==> src/rtl/audio_pkg.sv <==
// Types and widths shared by the codec capture (ADC) and playback (DAC) paths.
package audio_pkg;

  localparam int AUDIO_DATA_WIDTH = 16;

  typedef enum logic [1:0] {
    ALIGN,
    DELAY,
    SHIFT,
    HOLD
  } rx_state_t;

  typedef enum logic {
    CH_L,
    CH_R
  } ch_t;

endpackage

==> src/rtl/sync_edge.sv <==
// Multi-stage synchronizer for one asynchronous codec line, with one-Clk
// rise/fall strobes derived from the synchronized level.
module sync_edge #(
  parameter int STAGES = 2
) (
  input  logic clk_i,
  input  logic rst_n_i,
  input  logic d_i,
  output logic sync_o,
  output logic rise_o,
  output logic fall_o
);

  logic [STAGES-1:0] sync_q;
  logic              prev_q;

  always_ff @(posedge clk_i) begin
    if (!rst_n_i) begin
      sync_q <= '0;
      prev_q <= 1'b0;
    end else begin
      sync_q <= STAGES'({sync_q, d_i});
      prev_q <= sync_q[STAGES-1];
    end
  end

  // Strobes are taken from the last synchronizer stage so that data sampled
  // from the same stage lines up with them.
  assign sync_o = sync_q[STAGES-1];
  assign rise_o = sync_q[STAGES-1] & ~prev_q;
  assign fall_o = ~sync_q[STAGES-1] & prev_q;

endmodule

==> src/rtl/i2s_adc_receiver.sv <==
// I2S ADC capture: brings the codec serial stream onto Clk and delivers
// left/right sample pairs through a valid/ready handshake.
//
// state | meaning
// ALIGN | wait for an LRCK fall (start of a left word)
// DELAY | skip the one-bit I2S delay after an LRCK edge
// SHIFT | shift data bits in MSB first
// HOLD  | word latched, ignore extra slot bits until the next LRCK edge
module i2s_adc_receiver
  import audio_pkg::*;
#(
  parameter int DATA_WIDTH  = AUDIO_DATA_WIDTH,
  parameter int SYNC_STAGES = 2
) (
  input  logic                  Clk,
  input  logic                  Reset,
  input  logic                  AUD_BCLK,
  input  logic                  AUD_ADCLRCK,
  input  logic                  AUD_ADCDAT,
  output logic [DATA_WIDTH-1:0] LDATA_OUT,
  output logic [DATA_WIDTH-1:0] RDATA_OUT,
  output logic                  sample_valid,
  input  logic                  sample_ready,
  output logic                  overrun,
  input  logic                  overrun_clr
);

  localparam int               CNT_W    = $clog2(DATA_WIDTH + 1);
  localparam logic [CNT_W-1:0] CNT_LAST = CNT_W'(DATA_WIDTH - 1);
  localparam logic [CNT_W-1:0] CNT_FULL = CNT_W'(DATA_WIDTH);

  logic bclk_sync, bclk_rise, bclk_fall;
  logic lrck_sync, lrck_rise, lrck_fall;
  logic dat_sync, dat_rise, dat_fall;
  logic unused_taps;

  sync_edge #(.STAGES(SYNC_STAGES)) u_bclk (
    .clk_i  (Clk),
    .rst_n_i(Reset),
    .d_i    (AUD_BCLK),
    .sync_o (bclk_sync),
    .rise_o (bclk_rise),
    .fall_o (bclk_fall)
  );

  sync_edge #(.STAGES(SYNC_STAGES)) u_lrck (
    .clk_i  (Clk),
    .rst_n_i(Reset),
    .d_i    (AUD_ADCLRCK),
    .sync_o (lrck_sync),
    .rise_o (lrck_rise),
    .fall_o (lrck_fall)
  );

  sync_edge #(.STAGES(SYNC_STAGES)) u_dat (
    .clk_i  (Clk),
    .rst_n_i(Reset),
    .d_i    (AUD_ADCDAT),
    .sync_o (dat_sync),
    .rise_o (dat_rise),
    .fall_o (dat_fall)
  );

  // Synchronizer taps the receiver has no use for.
  assign unused_taps = ^{bclk_sync, bclk_fall, lrck_sync, dat_rise, dat_fall};

  rx_state_t             state_q, state_d;
  ch_t                   ch_q, ch_d;
  logic [CNT_W-1:0]      bit_cnt_q, bit_cnt_d;
  logic [DATA_WIDTH-1:0] shift_q, shift_d;
  logic [DATA_WIDTH-1:0] left_q, left_d;
  logic [DATA_WIDTH-1:0] right_q, right_d;
  logic                  left_seen_q, left_seen_d;
  logic                  pair_done_q, pair_done_d;
  logic                  word_done;
  logic [DATA_WIDTH-1:0] word_val;
  logic                  lrck_edge;
  ch_t                   lrck_ch;

  assign lrck_edge = lrck_rise | lrck_fall;
  assign lrck_ch   = lrck_rise ? CH_R : CH_L;

  always_ff @(posedge Clk) begin
    if (!Reset) begin
      state_q     <= ALIGN;
      ch_q        <= CH_L;
      bit_cnt_q   <= '0;
      shift_q     <= '0;
      left_q      <= '0;
      right_q     <= '0;
      left_seen_q <= 1'b0;
      pair_done_q <= 1'b0;
    end else begin
      state_q     <= state_d;
      ch_q        <= ch_d;
      bit_cnt_q   <= bit_cnt_d;
      shift_q     <= shift_d;
      left_q      <= left_d;
      right_q     <= right_d;
      left_seen_q <= left_seen_d;
      pair_done_q <= pair_done_d;
    end
  end

  always_comb begin
    state_d     = state_q;
    ch_d        = ch_q;
    bit_cnt_d   = bit_cnt_q;
    shift_d     = shift_q;
    left_d      = left_q;
    right_d     = right_q;
    left_seen_d = left_seen_q;
    pair_done_d = 1'b0;
    word_done   = 1'b0;
    word_val    = '0;

    unique case (state_q)
      ALIGN: begin
        if (lrck_fall) begin
          state_d = DELAY;
          ch_d    = CH_L;
        end
      end
      DELAY: begin
        if (lrck_edge) begin
          ch_d = lrck_ch;
        end else if (bclk_rise) begin
          state_d   = SHIFT;
          bit_cnt_d = '0;
          shift_d   = '0;
        end
      end
      SHIFT: begin
        // An LRCK edge wins over a coincident bit: the word ends short and
        // is left-aligned with zeroed LSBs.
        if (lrck_edge) begin
          word_done = 1'b1;
          word_val  = shift_q << (CNT_FULL - bit_cnt_q);
          state_d   = DELAY;
          ch_d      = lrck_ch;
        end else if (bclk_rise) begin
          shift_d   = {shift_q[DATA_WIDTH-2:0], dat_sync};
          bit_cnt_d = bit_cnt_q + 1'b1;
          if (bit_cnt_q == CNT_LAST) begin
            word_done = 1'b1;
            word_val  = {shift_q[DATA_WIDTH-2:0], dat_sync};
            state_d   = HOLD;
          end
        end
      end
      HOLD: begin
        if (lrck_edge) begin
          state_d = DELAY;
          ch_d    = lrck_ch;
        end
      end
      default: state_d = ALIGN;
    endcase

    if (word_done) begin
      if (ch_q == CH_L) begin
        left_d      = word_val;
        left_seen_d = 1'b1;
      end else if (left_seen_q) begin
        right_d     = word_val;
        pair_done_d = 1'b1;
      end
    end
  end

  logic [DATA_WIDTH-1:0] ldata_q, ldata_d;
  logic [DATA_WIDTH-1:0] rdata_q, rdata_d;
  logic                  valid_q, valid_d;
  logic                  overrun_q, overrun_d;
  logic                  accept;
  logic                  overrun_set;

  assign accept = valid_q & sample_ready;

  always_ff @(posedge Clk) begin
    if (!Reset) begin
      ldata_q   <= '0;
      rdata_q   <= '0;
      valid_q   <= 1'b0;
      overrun_q <= 1'b0;
    end else begin
      ldata_q   <= ldata_d;
      rdata_q   <= rdata_d;
      valid_q   <= valid_d;
      overrun_q <= overrun_d;
    end
  end

  always_comb begin
    ldata_d     = ldata_q;
    rdata_d     = rdata_q;
    valid_d     = valid_q;
    overrun_set = 1'b0;

    if (pair_done_q) begin
      if (!valid_q || accept) begin
        ldata_d = left_q;
        rdata_d = right_q;
        valid_d = 1'b1;
      end else begin
        overrun_set = 1'b1;
      end
    end else if (accept) begin
      valid_d = 1'b0;
    end

    // A fresh drop outranks a clear arriving in the same cycle.
    overrun_d = overrun_set | (overrun_q & ~overrun_clr);
  end

  assign LDATA_OUT    = ldata_q;
  assign RDATA_OUT    = rdata_q;
  assign sample_valid = valid_q;
  assign overrun      = overrun_q;

endmodule

==> config.mk <==
export PLATFORM = sky130hd
export DESIGN_NAME = i2s_adc_receiver
export DESIGN_NICKNAME = d
export VERILOG_FILES = /design/src/rtl/audio_pkg.sv /design/src/rtl/sync_edge.sv /design/src/rtl/i2s_adc_receiver.sv
export SDC_FILE = /design/constraint.sdc
export NUM_CORES = 1
export LEC_CHECK = 0
export BUFFER_PORTS_ARGS = -buffer_cell sky130_fd_sc_hd__clkbuf_2
export CAP_MARGIN = 20
export CORE_ASPECT_RATIO = 1.4
export CORE_UTILIZATION = 65
export CTS_BUF_LIST = sky130_fd_sc_hd__clkbuf_4
export DETAILED_ROUTE_END_ITERATION = 7
export PLACE_DENSITY = 0.91
export SYNTH_ARGS = -nofsm -noshare
export SYNTH_HDL_FRONTEND = slang
export SYNTH_HIERARCHICAL = 1
export SYNTH_SLANG_ARGS = --single-unit
==> constraint.sdc <==
create_clock -name Clk -period 5.6 [get_ports Clk]
set_input_delay 0.28 -clock Clk [delete_from_list [all_inputs] [get_ports Clk]]
set_output_delay 0.28 -clock Clk [all_outputs]
set_load 0.02 [all_outputs]
* Yosys cells after proc, flatten, opt, wreduce, memory -nomap -nowiden
Cells that the tools add are included.
Word-level totals: register bits 100
Cells by class: add/sub/neg operators 2, equal/unequal tests 14, shift-type cells 1, multiplexer cells 36, bitwise logic cells 12, reductions and logical operators 14
Operators by type and width (count):
- 2-to-1 mux 16 bit | 8
- one-hot mux 16 bit (2 select lines) | 1
- 2-to-1 mux 5 bit | 4
- << shifter 16 x 5 -> 16 bit | 1
- 2-to-1 mux 2 bit | 7
- 2-to-1 mux 1 bit | 13
- inequality test 2 bit (second input constant) | 6
- one-hot mux 5 bit (2 select lines) | 1
- one-hot mux 2 bit (4 select lines) | 1
- AND reduction 2 bit | 4
- inequality test 3 bit (second input constant) | 2
- AND reduction 3 bit | 2
- AND reduction 6 bit | 1
- adder 5 x 1 -> 5 bit (second input constant) | 1
- bitwise AND 1 bit | 5
- == test 5 x 4 -> 1 bit (second input constant) | 1
- NOT 1 bit | 5
- AND reduction 5 bit | 1
- subtractor 5 bit (first input constant) | 1
- == test 2 bit (second input constant) | 2
- inequality test 2 x 1 -> 1 bit (second input constant) | 2
- nonzero test 2 bit | 2
- OR reduction 3 bit | 1
- == test 2 x 1 -> 1 bit (second input constant) | 1
- 5 further kinds | 6

* Longest topological paths before layout
Gate-level depths: netlist of the first run.
depth after elaboration 6, gate-level depth with buffers 10

* By module
Netlist of the first run, hierarchy kept.
By module, submodules not included:
- i2s_adc_receiver | instances 1, cells each 525, area each 4395.5 µm², sequential area each 1841.8 µm²
- sync_edge | instances 3, cells each 8, area each 91.3 µm², sequential area each 60.1 µm²

* Worst setup path before layout of the first run
Ideal clock, no wire load.
path type register to register, from register bit_cnt_q[0], to register left_q[11], setup time 132 ps, data arrival time 2615 ps, path slack 2853 ps, stages on the path, launching flop included 9, buffers on the path 2, cell sequence dfxtp_1 -> buf_4 -> clkinv_1 -> ha_1 -> buf_2 -> xnor2_1 -> mux4_2 -> a222oi_1 -> a21oi_1
Between the ends: word-level cells in the longest chain between the ends 6, elaborated cells on any way between the ends 12, classes of those cells add/sub (1); eq/ne (1); shift (1); mux (8); reduce/logical (1)
RTL lines:
- start, declared | line i2s_adc_receiver.sv:69 | logic [CNT_W-1:0] bit_cnt_q, bit_cnt_d;
- start signal, assigned | line i2s_adc_receiver.sv:96 | bit_cnt_q <= bit_cnt_d;
- branches (longest 6 deep; another with subtractor 5 bit)
- end signal, assigned | line i2s_adc_receiver.sv:98 | left_q <= left_d;
- end, declared | line i2s_adc_receiver.sv:71 | logic [DATA_WIDTH-1:0] left_q, left_d;
Several ways; the timed one is not identified. A chain may end at the register's enable or synchronous reset.

* Final worst setup path of the first run
from register bit_cnt_q[0], to register right_q[11]
Between the ends: word-level cells in the longest chain between the ends 6, elaborated cells on any way between the ends 12, classes of those cells add/sub (1); eq/ne (1); shift (1); mux (8); reduce/logical (1)
RTL lines:
- branches (longest 6 deep; another with subtractor 5 bit)
- end signal, assigned | line i2s_adc_receiver.sv:99 | right_q <= right_d;
- end, declared | line i2s_adc_receiver.sv:72 | logic [DATA_WIDTH-1:0] right_q, right_d;
Several ways; the timed one is not identified.

==> results_dict.tcl, run 1 <==
set metrics [dict create \
    layout-drive-gt1-share 0.152 \
    rr_endpoint "right_q[11]$_SDFFE_PN0P_" \
    grt_pass1_vias 3617 \
    firstDrtPassIters 6 \
    finalCritPeriodShare 0.748 \
    clock_latency_ps 480 \
    boundaryPins 41 \
    cts_max_level 3 \
    hold_depth 4 \
    power.switching_w 0.000278 \
    min_to "sample_valid$_SDFFE_PN0P_" \
    clk_path_buf_depth 2 \
    wire_per_inst_um 17.1 \
    grt_max_degree 65 \
    path_cells "clkinv_1 > ha_1 > mux2_2 > mux4_2 > a222oi_1 > o21ai_1" \
    pwr-share-comb 0.040 \
    timing.final.ws_setup_ps 1410 \
    status "completed" \
    critPathKind "reg -> reg" \
    cts.sinks 100 \
    setup_viol 0 \
    drt_iter0_markers 347 \
    yosys_warnings 6 \
    gp_congestion 0.914 \
    min_period_ps 4190 \
    portBuffers 40 \
    vias 4147 \
    initial_core_util 0.667 \
    p_int_w 0.000910 \
    worstPathArrival_ps 4560 \
    die_h_um 102 \
    worstSetupEndpointType "flip-flop" \
    worstMarginPinSlew_ps 1020 \
    grt_pass1_wl_mm 17.9 \
    p_per_area_nw_per_um2 237 \
    dp_slack_ps 1520 \
    antenna_cells 0 \
    core-area_um2 6940 \
    wirelength_mm 11.3 \
    power_leakage_nw 1.86 \
    crit_slowest_cell "ha_1" \
    drv_slew 0 \
    grt_util_all_layers 0.317 \
    via_per_inst 6.26 \
    clkTransAtPathRegs_ps 150 \
    p_clk_frac 0.355 \
    skew_ps 14.6 \
    max_freq_mhz 239 \
    cp_max_fo 24 \
    fp.dieW_um 73.3 \
    p_seq_frac 0.605 \
    drtAntennaViolNets 0 \
    final-hold-violation-count 0 \
    setup_tns_ps 0 \
    cts_buffers 9 \
    syn_inst 544 \
    drc 0 \
    start_kind "flip-flop" \
    layout.nets 577 \
    std_cell_rows 36 \
    cts_root_buf "clkbuf_4" \
    rsz0062_at_grt "no" \
    critPathRequiredTime_ps 5970 \
    relSlewSlack 0.319 \
    p_sw_frac 0.234 \
    crit_path_max_incr_delay_ps 1040 \
    hold_path.class "in -> reg" \
    hp-start "sample_ready" \
    avgSynthCellArea_um2 8.50 \
    syn_to_final_growth_pct 8.55 \
    vdd_ir_drop_max_mv 0.162 \
    cts_tree "done" \
    maxCapViolCount 0 \
    die-area_um2 7460 \
    grt_antenna_before_repair 0 \
    reg2reg_depth 6 \
    syn_nets 559 \
    fill_cells 570 \
    r2r-start "bit_cnt_q[0]$_SDFFE_PN0P_" \
    hpwlAfterDp_mm 7.82 \
    reg2reg_slack_ps 1410 \
    grt.overflow.total 0 \
    cts_setup_buffers 0 \
    netlist_area_um2 4620 \
]
==> metrics by stage <==
stage,power [W],instances,utilization,cell area [um^2],hold slack (ps)
CTS,0.00119,660,0.719,4990,98.2
floorplan,0.000768,544,-,4620,402
finish,0.00119,662,0.724,5020,118
detailed placement,0.000780,641,0.692,4800,419
global placement,0.000777,641,0.692,4800,419
global route,0.00123,662,0.724,5020,144
==> state kept, by name, summed over array words and instances, names as in the netlist, 2 cells and up <==
| name | cells |
|---|---|
| u_lrck/sync_q | 2 |
| shift_q | 16 |
| state_q | 2 |
| RDATA_OUT | 16 |
| bit_cnt_q | 5 |
| LDATA_OUT | 16 |
| left_q | 16 |
| u_dat/sync_q | 2 |
| right_q | 16 |
| u_bclk/sync_q | 2 |
==> power by group through the flow <==
stage | combinational [W] | sequential, W | clock (W)
global route | 0.0000521 | 0.000720 | 0.000455
detailed placement | 0.0000457 | 0.000734 | 0
floorplan | 0.0000347 | 0.000733 | 0
global placement | 0.0000431 | 0.000734 | 0
CTS | 0.0000473 | 0.000719 | 0.000425
finish | 0.0000479 | 0.000719 | 0.000422
==> worst max-delay path by stage <==
stage,start,to,depth (start not counted)
3_3_place_gp,bit_cnt_q[0]$_SDFFE_PN0P_,right_q[11]$_SDFFE_PN0P_,6
5_1_grt,bit_cnt_q[0]$_SDFFE_PN0P_,right_q[11]$_SDFFE_PN0P_,6
2_1_floorplan,bit_cnt_q[0]$_SDFFE_PN0P_,left_q[11]$_SDFFE_PN0P_,8
4_1_cts,bit_cnt_q[0]$_SDFFE_PN0P_,right_q[11]$_SDFFE_PN0P_,6
3_5_place_dp,bit_cnt_q[0]$_SDFFE_PN0P_,right_q[11]$_SDFFE_PN0P_,6
6_report,bit_cnt_q[0]$_SDFFE_PN0P_,right_q[11]$_SDFFE_PN0P_,6
==> final cells by class <==
type	count	area, um^2	area share
clock buffers	9	67.6	0.0135
flip-flops and latches	100	2000	0.399
inverters	13	48.8	0.00972
well taps	95	119	0.0237
multi-input cells	388	2400	0.477
clock inverters	7	88.8	0.0177
repair buffers	50	298	0.0593
==> worst max-delay path: cells and delay by family, from the launching register on <==
kind,cells,cell delay (ps)
fa+ha+maj,1,1040
flops,1,1030
mux,2,900
compound gates,2,610
buf+inv,1,510
==> layer usage <==
metal,track usage,wire length (um),up-vias,part of all wire
met5,0,0,-,0
met1,0.385,4590,1974,0.41
met4,0.163,387,0,0.034
li1,-,-,1975,-
met2,0.527,5750,166,0.51
met3,0.0607,578,32,0.051
==> cells in the final DEF (no fill, tap or decap), drive strengths merged, types with 13 or more instances in the layout <==
master	instances
a21oi	58
a22oi	29
clkbuf	49
dfxtp	100
mux2	13
mux2i	16
nand2	84
nand3	24
nor2	32
nor2b	13
o21ai	29
==> repair_timing <==
item | in CTS | in global routing
hold buffers | 3 | 0
endpoints found under the setup margin | 0 | 0
hold endpoints to repair | 3 | 0
resized for setup | 0 | 0
Power figures use the tool's default switching activity.
==> run 2: changes to the inputs <==
- CORE_UTILIZATION: 65 -> 56
- PLACE_DENSITY: 0.91 -> 0.84
- clock period: 5.6 -> 3.6 ns (I/O delays scaled with it)
==> results_dict.tcl, run 2 (same netlist as run 1, synthesis figures left out) <==
set metrics [dict create \
    reg2reg_slack_ps 650 \
    hold_depth 3 \
    grt_antenna_before_repair 0 \
    final-hold-violation-count 0 \
    power_leakage_nw 1.90 \
    antenna_cells 0 \
    worstPathArrival_ps 3300 \
    die_h_um 110 \
    fp.dieW_um 78.8 \
    fin_area_um2 5090 \
    r2r-start "bit_cnt_q[0]$_SDFFE_PN0P_" \
    vias 4150 \
    layout-drive-gt1-share 0.161 \
    grt_max_degree 43 \
    die-area_um2 8630 \
    start_kind "flip-flop" \
    syn_to_final_growth_pct 10.0 \
    portBuffers 40 \
    maxCapViolCount 0 \
    wire_per_inst_um 17.5 \
    drv_slew 0 \
    boundaryPins 41 \
    wirelength_mm 11.8 \
    worstSetupEndpointType "flip-flop" \
    reg2reg_depth 6 \
    grt_pass1_vias 3811 \
    dp.cells 650 \
    grt_util_all_layers 0.282 \
    cts_setup_buffers 0 \
    min_period_ps 2950 \
    clock_latency_ps 460 \
    cts_root_buf "clkbuf_4" \
    cts.sinks 100 \
    via_per_inst 6.18 \
    hp-start "AUD_ADCDAT" \
    vdd_ir_drop_max_mv 0.285 \
    multi_input_area_um2 2400 \
    fill_cells 674 \
    finalCritPeriodShare 0.820 \
    drtAntennaViolNets 0 \
    final_common_cell "dfxtp_1" \
    clk_path_buf_depth 2 \
    timing.final.ws_setup_ps 649 \
    critPathRequiredTime_ps 3950 \
    min_to "u_dat/sync_q[0]$_SDFF_PN0_" \
    dp_slack_ps 705 \
    finalNonFillerCells 672 \
    mostFrequentLayoutCells "100 x dfxtp_1, 84 x nand2_1, 58 x a21oi_1" \
    rr_endpoint "left_q[11]$_SDFFE_PN0P_" \
    hold_path.class "in -> reg" \
    drt_iter0_markers 364 \
    cts_tree "done" \
    std_cell_rows 38 \
    register_area_um2 2000 \
    worstMarginPinSlew_ps 795 \
    grt_pass1_wl_mm 18.6 \
    hpwlAfterDp_mm 8.29 \
    setup_tns_ps 0 \
    place_area_um2 4840 \
    initial_core_util 0.586 \
    p_per_area_nw_per_um2 364 \
    layout.nets 583 \
    firstDrtPassIters 6 \
    cp_max_fo 19 \
    clkTransAtPathRegs_ps 150 \
    critPathKind "reg -> reg" \
    max_freq_mhz 339 \
    cts_buffers 9 \
    drc 0 \
    status "completed" \
    setup_viol 0 \
    grt.overflow.total 0 \
    relSlewSlack 0.466 \
    cts_max_level 3 \
    core-area_um2 7890 \
    gp_congestion 0.940 \
    skew_ps 9.34 \
    rsz0062_at_grt "no" \
]
-- run 2: cell count changes in the layout (fill, tap and decap cells not counted) --
cell           delta
buf_4             +4
clkinv_1          -3
clkinv_2          +2
dlygate4sd3_1     +2
buf_16            +1
buf_8             -1
-- run 2: report_power, final --
part	leakage, nW	switching [W]	internal (W)
Sequential	0.807	0.00000412	0.00111
Combinational	1.01	0.0000526	0.0000258
Clock	0.0861	0.000374	0.000280
Total	1.90	0.000431	0.00142
-- run 2: critical path, cell delays in order (launching register included) --
cell and delay [ps]:
dfxtp_1 360, clkinv_1 200, ha_1 850, mux2_2 430
mux4_2 450, a222oi_1 420, a21oi_1 130
-- run 2: cell type report --
| class | count | share of cell area |
|---|---|---|
| Clock buffer | 9 | 0.0133 |
| Clock inverter | 6 | 0.0172 |
| Inverter | 13 | 0.00959 |
| Sequential cell | 100 | 0.394 |
| Multi-Input combinational cell | 388 | 0.471 |
| Timing Repair Buffer | 56 | 0.0708 |
| Tap cell | 100 | 0.0246 |
-- run 2: per-stage QoR --
stage,power (W),hold slack (ps),util
after floorplan,0.00119,302,-
final,0.00185,454,0.645
after global routing,0.00191,452,0.645
after CTS,0.00186,435,0.639
after global placement,0.00121,381,0.613
after detailed placement,0.00121,383,0.613
-- run 2: worst max path at each step --
stage                              startpoint                       to  slack, ps  depth (start not counted)
finish              bit_cnt_q[0]$_SDFFE_PN0P_  left_q[11]$_SDFFE_PN0P_        650                          6
detailed placement  bit_cnt_q[0]$_SDFFE_PN0P_  left_q[11]$_SDFFE_PN0P_        700                          6
global route        bit_cnt_q[0]$_SDFFE_PN0P_  right_q[8]$_SDFFE_PN0P_        470                          7
floorplan           bit_cnt_q[0]$_SDFFE_PN0P_  left_q[11]$_SDFFE_PN0P_        850                          8
global placement    bit_cnt_q[0]$_SDFFE_PN0P_  left_q[11]$_SDFFE_PN0P_        720                          6
CTS                 bit_cnt_q[0]$_SDFFE_PN0P_  left_q[11]$_SDFFE_PN0P_        680                          6
-- run 2: routing by layer --
metal  wire, um  share of wire  global-route usage
met1       4690           0.40               0.317
met2       6090           0.52               0.499
met3        558          0.047              0.0423
met4        422          0.036               0.168
met5          0              0                   0
-- run 2: timing repair --
action / CTS / global route
hold buffers: 5 / 0
hold endpoints to repair: 5 / 0
gates resized for setup: 0 / 0
